**src/rtl/glut_pkg.sv**
```systemverilog
// Shared types for the add/mul result path: lane geometry, packer states, FIFO entry layout.
package glut_pkg;

    localparam int unsigned LANE_W = 32;
    localparam int unsigned BUS_W  = 128;
    localparam int unsigned LANES  = 4;

    typedef enum logic [1:0] {
        IDLE    = 2'd0,
        COLLECT = 2'd1,
        DRAIN   = 2'd2,
        DONE    = 2'd3
    } pack_state_e;

    typedef struct packed {
        logic             last;
        logic [BUS_W-1:0] data;
    } fifo_entry_t;

endpackage

```
**src/rtl/result_packer_fifo.sv**
```systemverilog
// First-word-fall-through FIFO; the head entry is held in a register so the output is flop-driven.
module result_fifo
    import glut_pkg::*;
#(
    parameter int unsigned DEPTH = 8
) (
    input  logic        clk,
    input  logic        rst,
    input  logic        push,
    input  logic        pop,
    input  fifo_entry_t wdata,
    output fifo_entry_t rdata,
    output logic        valid,
    output logic        full,
    output logic        empty
);

    localparam int unsigned AW = (DEPTH > 1) ? $clog2(DEPTH) : 1;
    localparam int unsigned CW = AW + 1;

    fifo_entry_t    mem [DEPTH];
    logic [AW-1:0]  wr_ptr;
    logic [AW-1:0]  rd_ptr;
    logic [CW-1:0]  count;
    logic [CW-1:0]  count_next;
    logic           do_push;
    logic           do_pop;

    assign full    = (count == CW'(DEPTH));
    assign empty   = (count == '0);
    assign do_pop  = pop && valid;
    // A push into a full FIFO still lands when the head leaves in the same cycle.
    assign do_push = push && (!full || do_pop);

    always_comb begin
        count_next = count + CW'(do_push) - CW'(do_pop);
    end

    always_ff @(posedge clk) begin
        if (do_push) begin
            mem[wr_ptr] <= wdata;
        end
    end

    always_ff @(posedge clk or posedge rst) begin
        if (rst) begin
            wr_ptr <= '0;
            rd_ptr <= '0;
            count  <= '0;
            valid  <= 1'b0;
            rdata  <= '0;
        end else begin
            count <= count_next;
            valid <= (count_next != '0);
            if (do_push) begin
                wr_ptr <= wr_ptr + AW'(1);
            end
            if (do_pop) begin
                rd_ptr <= rd_ptr + AW'(1);
            end
            // Head register: bypass the write data when it becomes the new head.
            if (do_push && ((count == '0) || (do_pop && (count == CW'(1))))) begin
                rdata <= wdata;
            end else if (do_pop && (count > CW'(1))) begin
                rdata <= mem[rd_ptr + AW'(1)];
            end
        end
    end

endmodule

```
**src/rtl/result_packer.sv**
```systemverilog
// Packs lane [127:96] of consecutive result beats four-per-word and streams them out with a stage-end last flag.
module result_packer
    import glut_pkg::*;
#(
    parameter int unsigned DATA_NUM   = 192,
    parameter int unsigned FIFO_DEPTH = 8,
    parameter int unsigned CNT_W      = 10
) (
    input  logic             clk,
    input  logic             rst,
    input  logic             stage_start,
    input  logic             in_tvalid,
    input  logic [BUS_W-1:0] in_tdata,
    output logic             m_tvalid,
    output logic [BUS_W-1:0] m_tdata,
    output logic             m_tlast,
    input  logic             m_tready,
    output logic [CNT_W-1:0] word_cnt,
    output logic             stage_done,
    output logic             overflow
);

    pack_state_e      state;
    pack_state_e      state_next;
    logic             start_q;
    logic             start_rise;
    logic [1:0]       lane_idx;
    logic [BUS_W-1:0] pack;
    logic [BUS_W-1:0] pack_next;
    logic             accept;
    logic             is_final;
    logic             push_req;
    logic             pop;
    logic             drop;
    logic             fifo_full;
    logic             fifo_empty;
    fifo_entry_t      fifo_in;
    fifo_entry_t      fifo_out;
    logic             unused_lanes;

    assign unused_lanes = ^in_tdata[BUS_W-LANE_W-1:0];
    assign start_rise   = stage_start && !start_q;
    assign pop          = m_tvalid && m_tready;
    assign drop         = push_req && fifo_full && !pop;
    assign fifo_in      = '{last: is_final, data: pack_next};
    assign m_tdata      = fifo_out.data;
    assign m_tlast      = fifo_out.last;

    // Next state, accept/push decode and the pack word including the current beat.
    always_comb begin
        state_next = state;
        pack_next  = pack;
        accept     = (state == COLLECT) && stage_start && in_tvalid;
        is_final   = accept && (word_cnt == CNT_W'(DATA_NUM - 1));
        push_req   = accept && ((lane_idx == 2'(LANES - 1)) || is_final);

        for (int i = 0; i < int'(LANES); i++) begin
            if (lane_idx == 2'(int'(LANES) - 1 - i)) begin
                pack_next[i*LANE_W +: LANE_W] = in_tdata[BUS_W-1 -: LANE_W];
            end
        end

        case (state)
            IDLE:    if (start_rise) state_next = COLLECT;
            COLLECT: if (!stage_start || is_final) state_next = DRAIN;
            DRAIN:   if (fifo_empty && !m_tvalid) state_next = DONE;
            DONE:    state_next = IDLE;
            default: state_next = IDLE;
        endcase
    end

    always_ff @(posedge clk or posedge rst) begin
        if (rst) begin
            state <= IDLE;
        end else begin
            state <= state_next;
        end
    end

    always_ff @(posedge clk or posedge rst) begin
        if (rst) begin
            start_q    <= 1'b0;
            lane_idx   <= '0;
            pack       <= '0;
            word_cnt   <= '0;
            overflow   <= 1'b0;
            stage_done <= 1'b0;
        end else begin
            start_q    <= stage_start;
            stage_done <= (state_next == DONE);
            if ((state == IDLE) && start_rise) begin
                lane_idx <= '0;
                pack     <= '0;
                word_cnt <= '0;
                overflow <= 1'b0;
            end else begin
                if (accept) begin
                    lane_idx <= lane_idx + 2'd1;
                    pack     <= push_req ? '0 : pack_next;
                    if (word_cnt < CNT_W'(DATA_NUM)) begin
                        word_cnt <= word_cnt + CNT_W'(1);
                    end
                end
                // Abort: the partial group is thrown away, never pushed.
                if ((state == COLLECT) && !stage_start) begin
                    lane_idx <= '0;
                    pack     <= '0;
                end
                if (drop) begin
                    overflow <= 1'b1;
                end
            end
        end
    end

    result_fifo #(
        .DEPTH (FIFO_DEPTH)
    ) u_fifo (
        .clk   (clk),
        .rst   (rst),
        .push  (push_req),
        .pop   (pop),
        .wdata (fifo_in),
        .rdata (fifo_out),
        .valid (m_tvalid),
        .full  (fifo_full),
        .empty (fifo_empty)
    );

endmodule

```
**config.mk**
```make
export PLATFORM = sky130hd
export DESIGN_NAME = result_packer
export DESIGN_NICKNAME = d
export VERILOG_FILES = /design/src/rtl/glut_pkg.sv /design/src/rtl/result_packer_fifo.sv /design/src/rtl/result_packer.sv
export SDC_FILE = /design/constraint.sdc
export NUM_CORES = 2
export LEC_CHECK = 0
export BUFFER_PORTS_ARGS = -buffer_cell sky130_fd_sc_hd__buf_2
export CAP_MARGIN = 20
export CORE_ASPECT_RATIO = 1.4
export CORE_MARGIN = 4
export CORE_UTILIZATION = 30
export DETAILED_ROUTE_END_ITERATION = 10
export GPL_TIMING_DRIVEN = 0
export PLACE_DENSITY = 0.54
export SYNTH_ARGS = -nofsm -noshare
export SYNTH_HDL_FRONTEND = slang
export SYNTH_SLANG_ARGS = --single-unit
```
**constraint.sdc**
```tcl
create_clock -name clk -period 14.75 [get_ports clk]
set_input_delay 2.95 -clock clk [delete_from_list [all_inputs] [get_ports clk]]
set_output_delay 2.95 -clock clk [all_outputs]
set_load 0.05 [all_outputs]
```
# Word-level counts from Yosys, hierarchy flattened
# Memories as Yosys holds them, arrays and structs flattened.
# Index checks and enable logic that the tools add are counted.
# word_totals
regBits	285
latchBits	0
ramBits	1032
romBits	0
wordCells	91
mem_count	1
# mem_list
name	words	width	read_ports	rd_ports_with_merged_regs	wr	line	text
u_fifo.mem	8	129	1	0	1	result_packer_fifo.sv:21	fifo_entry_t mem [DEPTH];
# classes
n_addsub	6
multipliers	0
div_mod_pow	0
order_cmp	2
n_eq_ne	10
shift	0
mux	24
bitwise	0
reduce_logical	35
# ops
operator	count
128-bit two-way mux	4
129-bit two-way mux	2
32-bit two-way mux	4
10-bit two-way mux	3
1-bit logical AND	16
2-bit two-way mux	6
10-bit by 1-bit adder with 10-bit output (second input constant)	1
10-bit by 8-bit equality test with 1-bit output (second input constant)	1
2-bit equality test (second input constant)	5
10-bit by 8-bit < comparator with 1-bit output (second input constant)	1
2-bit case mux with 4 select lines	1
2-bit nonzero test	4
3-bit by 1-bit adder with 3-bit output (second input constant)	2
1-bit logical NOT	5
4-bit by 1-bit adder with 4-bit output	1
2-bit by 1-bit equality test with 1-bit output (second input constant)	2
4-bit by 1-bit equality test with 1-bit output (second input constant)	1
4-bit equality test (second input constant)	1
4-bit by 1-bit > comparator with 1-bit output (second input constant)	1
2-bit logical NOT	2
4-bit logical NOT	1
1-bit logical OR	4
1-bit two-way mux	4
4-bit nonzero test	1
4 further kinds	4

# Depth between registers and ports, before layout
# depth
word_depth	10
depth_mapped	11
ltp_nobuf	10

# Cells and area by module
# Synthesis repeated with hierarchy kept, for this count alone.
# unflattened
hier_cells	2664
area_unflattened_um2	51341.7
# modules_own_cells
module	instances	cells_per_inst	area_per_inst_um2	seq_area_each_um2
result_fifo	1	2136	44171.1	34493.1
result_packer	1	528	7170.6	3628.5

# Worst setup path before layout
# OpenSTA, ideal clock, no wires.
# synth_path
path_kind	input port to flip-flop
startpoint	input stage_start
endpoint	memory u_fifo.mem[2][0] in the netlist's numbering (enable)
arrival_ns	16.689
path_slack_ns	-2.917
stages	4
path_cell_list	nand4b_2 a31oi_1 nand2_1 nor4b_1
# synth_between
elab_chain_cells	8
# synth_rtl
element	line	text
from (decl)	result_packer.sv:11	input logic stage_start,
1-bit logical AND * (2 in series)	result_packer.sv:53	accept = (state == COLLECT) && stage_start && in_tvalid;
1-bit logical AND	result_packer.sv:54	is_final = accept && (word_cnt == CNT_W'(DATA_NUM - 1));
1-bit logical OR	result_packer.sv:55	push_req = accept && ((lane_idx == 2'(LANES - 1)) || is_final);
1-bit logical AND *	result_packer.sv:55	
1-bit logical AND *	result_packer_fifo.sv:33	assign do_push = push && (!full || do_pop);
1-bit two-way mux *	result_packer_fifo.sv:40	if (do_push) begin
1-bit two-way mux (not written as such) *	result_packer_fifo.sv:41	mem[wr_ptr] <= wdata;
to (decl)	result_packer_fifo.sv:21	
# Mark *: on every way between the ends. The rest lies on a longest branch, timed or not.

# Final worst setup path
# layout_path
startpoint	input stage_start
endpoint	memory u_fifo.mem[5][70] in the netlist's numbering (enable)
# Same word-level chain as after synthesis.

==> results.tsv <==
metric	value	unit
outcome	completed	
clockRootBuffer	clkbuf_16	
fin_crit_sh	39.6	%
htreeDepth	4	
yosys_warnings	0	
finalInstanceArea	62000	um^2
hold_violations	0	
viasPerCell	5.09	
cts-resized-gates	0	
worstPathArrival	6.31	ns
cp-start-kind	input port	
post_cts_buffers	0	
worst-slew-pin-transition	1.17	ns
placed_area	57500	um^2
first_iter_violations	2867	
fmax	171	MHz
maxSlewHeadroom	22.1	%
worst-path-buf-inv	9	
dieWidth	360	um
rsz0062_at_grt	false	
nets	3790	
cellLeakagePower	23.6	nW
cp.depth	14	
cp_slowest_cell	nor3b_2	
crit_path_end	u_fifo.mem[5][70]	
worstSetupStartpoint	stage_start	
crit_type	in -> reg	
clk_pin_slew	0.06	ns
clock-sinks	1317	
area_delta_synth_final	18.9	%
grt_pass1_vias	30811	
die-area	180000	um^2
io_pins	275	
grt_pass1_wl	226	mm
end_kind	register	
layout.cells.most_common	edfxtp_1	
irDropWorstVdd	0.194	mV
antenna_found_initial	26	
switching_share	39.3	%
p_clk_share	26.0	%
firstDrtPassIters	6	
ys_ff_latch	1317	
initial_core_util	30.2	%
timing.rr.start	lane_idx[0]	
slowest_delay	0.53	ns
routed_wl	159	mm
power_density	215	nW/um^2
avgSynthCellArea	16.3	um^2
dp_slack	8.04	ns
cts_buffers	138	
ctsHoldBuffers	0	
rr_endpoint	u_fifo.mem[5][70]	
die_y	501	um
gp_congestion	0.753	
hold_path_depth	1	
grt.total_usage	17.2	%
ff2ff_setup_slack	10.21	ns
async_flop_share	21.6	%
drive_gt1_share	19.4	%
pwr-share-seq	34.5	%
row_count	180	
reg2reg_depth	14	
clk_path_buf_depth	3	
crit_chain	buf_2 > nand4b_2 > a31oi_1 > nand2_1 > inv_1 > nand2_1 > nor3b_2 > buf_6 > buf_6 > buf_6 > buf_6 > buf_6 > buf_6 > buf_6	
hold_path.class	reg -> reg	
crit_top_cell	buf_6	
setup_viol	0	
dp_hpwl	109	mm
cts_tree	done	
ant_nets	0	
wl_per_cell	26.4	um
fin_worst_skew	0.0316	ns
p_switching	5.23	mW
coreArea	172000	um^2
io_buffers	178	
mostFrequentLayoutCells	edfxtp_1, mux2i_1, dfrtp_1	
num_vias	30733	
clock_latency	0.76	ns
grt_max_degree	99	
syn_nets	3348	
nFillCells	16348	
yosysUniqueCellTypes	46	
ys.flop_type	edfxtp_1	
crit_family	buffers and inverters	
netlist_instances	3201	
setup_ws	8.90	ns
finalMaxSlewViolations	0	
drc	0	
grt.overflow.total	0	
fin_crit	5.85	ns
path_max_fanout	9	
combinationalPowerShare	39.5	%
synth-seq-area-share	73.2	%
internal_power	8.07	mW
cp.required	15.22	ns
syn_area	52100	um^2
maxCapViolCount	0	
synth_edf_count	1032	
## metrics by stage
stage | instances | TNS, ns | utilization, % | hold slack [ns] | power [mW]
after global placement | 5654 | -7532.66 | 32.4 | 0.484 | 9.93
final | 6041 | 0 | 36.0 | 0.500 | 13.3
after detailed placement | 5778 | 0 | 33.4 | 0.487 | 9.99
after CTS | 6031 | 0 | 36.0 | 0.504 | 13.4
after floorplan | 3201 | 0 | - | 0.461 | 8.10
after global routing | 6032 | 0 | 36.0 | 0.513 | 13.9
## worst min path at each step
stage	to	start	slack [ns]
2_1_floorplan	stage_done	u_fifo.count[0]	0.46
3_3_place_gp	pack[120]	pack[120]	0.48
3_5_place_dp	pack[111]	pack[111]	0.49
4_1_cts	pack[15]	pack[15]	0.50
5_1_grt	pack[94]	pack[94]	0.51
6_report	pack[23]	pack[23]	0.50
## state kept, by name, summed over array words and instances, names as in the netlist
name           count
lane_idx           2
overflow           1
pack             128
stage_done         1
start_q            1
state              2
u_fifo.count       4
u_fifo.mem      1032
u_fifo.rd_ptr      3
u_fifo.rdata     129
u_fifo.valid       1
u_fifo.wr_ptr      3
word_cnt          10
## power groups by stage
| stage | Clock [mW] | Sequential (mW) | Combinational (mW) |
|---|---|---|---|
| CTS | 3.52 | 4.59 | 5.34 |
| detailed placement | 0 | 4.67 | 5.32 |
| floorplan | 0 | 5.20 | 2.90 |
| global route | 3.68 | 4.62 | 5.58 |
| global placement | 0 | 4.67 | 5.26 |
| finish | 3.46 | 4.59 | 5.25 |
## cell families (layout without fill, tap and decap cells)
group                    Yosys count  after routing  share of synthesized area (%)
multiplexers                     647            647                           12.7
AO/OA/AOI/OAI                    657            657                           8.88
AND/OR/NAND/NOR                  319            319                           2.51
flip-flops                      1317           1317                           73.2
other                              0             10                              0
adder cells (fa/ha/maj)           14             14                          0.351
XOR/XNOR                          14             14                          0.235
buffers and inverters            233            788                           2.11
## synthesized netlist by cell type, types with 3 or more instances
cell type  number  area share, %
mux2i_1       518             10
ha_1           13           0.31
o21ai_1        98           0.94
buf_6          15           0.32
o21ai_0        31           0.30
nor2b_1         5          0.060
a21oi_1       132            1.3
dfrtp_1       285             14
nor3_1          5          0.048
a22o_1        129            2.2
nand2_1       268            1.9
and2_1          3          0.036
nand4_1         4          0.048
a32oi_1       127            2.1
clkbuf_2        6          0.058
a22oi_1       131            1.9
mux2_2        129            2.8
clkbuf_1      107           0.77
inv_1          16           0.12
edfxtp_1     1032             59
buf_2          72           0.69
and3_1          3          0.036
xor2_1          5          0.084
nor2_1         16           0.12
xnor2_1         9           0.15
buf_1          16           0.12
## layer usage
| layer | wire length (um) | vias to the layer above | GRT usage, % |
|---|---|---|---|
| li1 | - | 13429 | - |
| met1 | 66200 | 16023 | 22.2 |
| met2 | 79900 | 1061 | 29.7 |
| met3 | 9690 | 220 | 3.16 |
| met4 | 3720 | 0 | 4.88 |
| met5 | 0 | - | 0 |
## final cells by class
type	count	area, um^2	area share [%]
sequential	1317	38100	61.5
multi-input combinational	1651	12900	20.9
clock buffer	200	3890	6.28
tap	2275	2850	4.59
timing repair buffer	302	2440	3.95
buffer	217	1040	1.68
clock inverter	53	582	0.939
inverter	16	67.6	0.109
antenna	10	25.0	0.0404
Note: power is estimated with default switching activity, not from simulation.
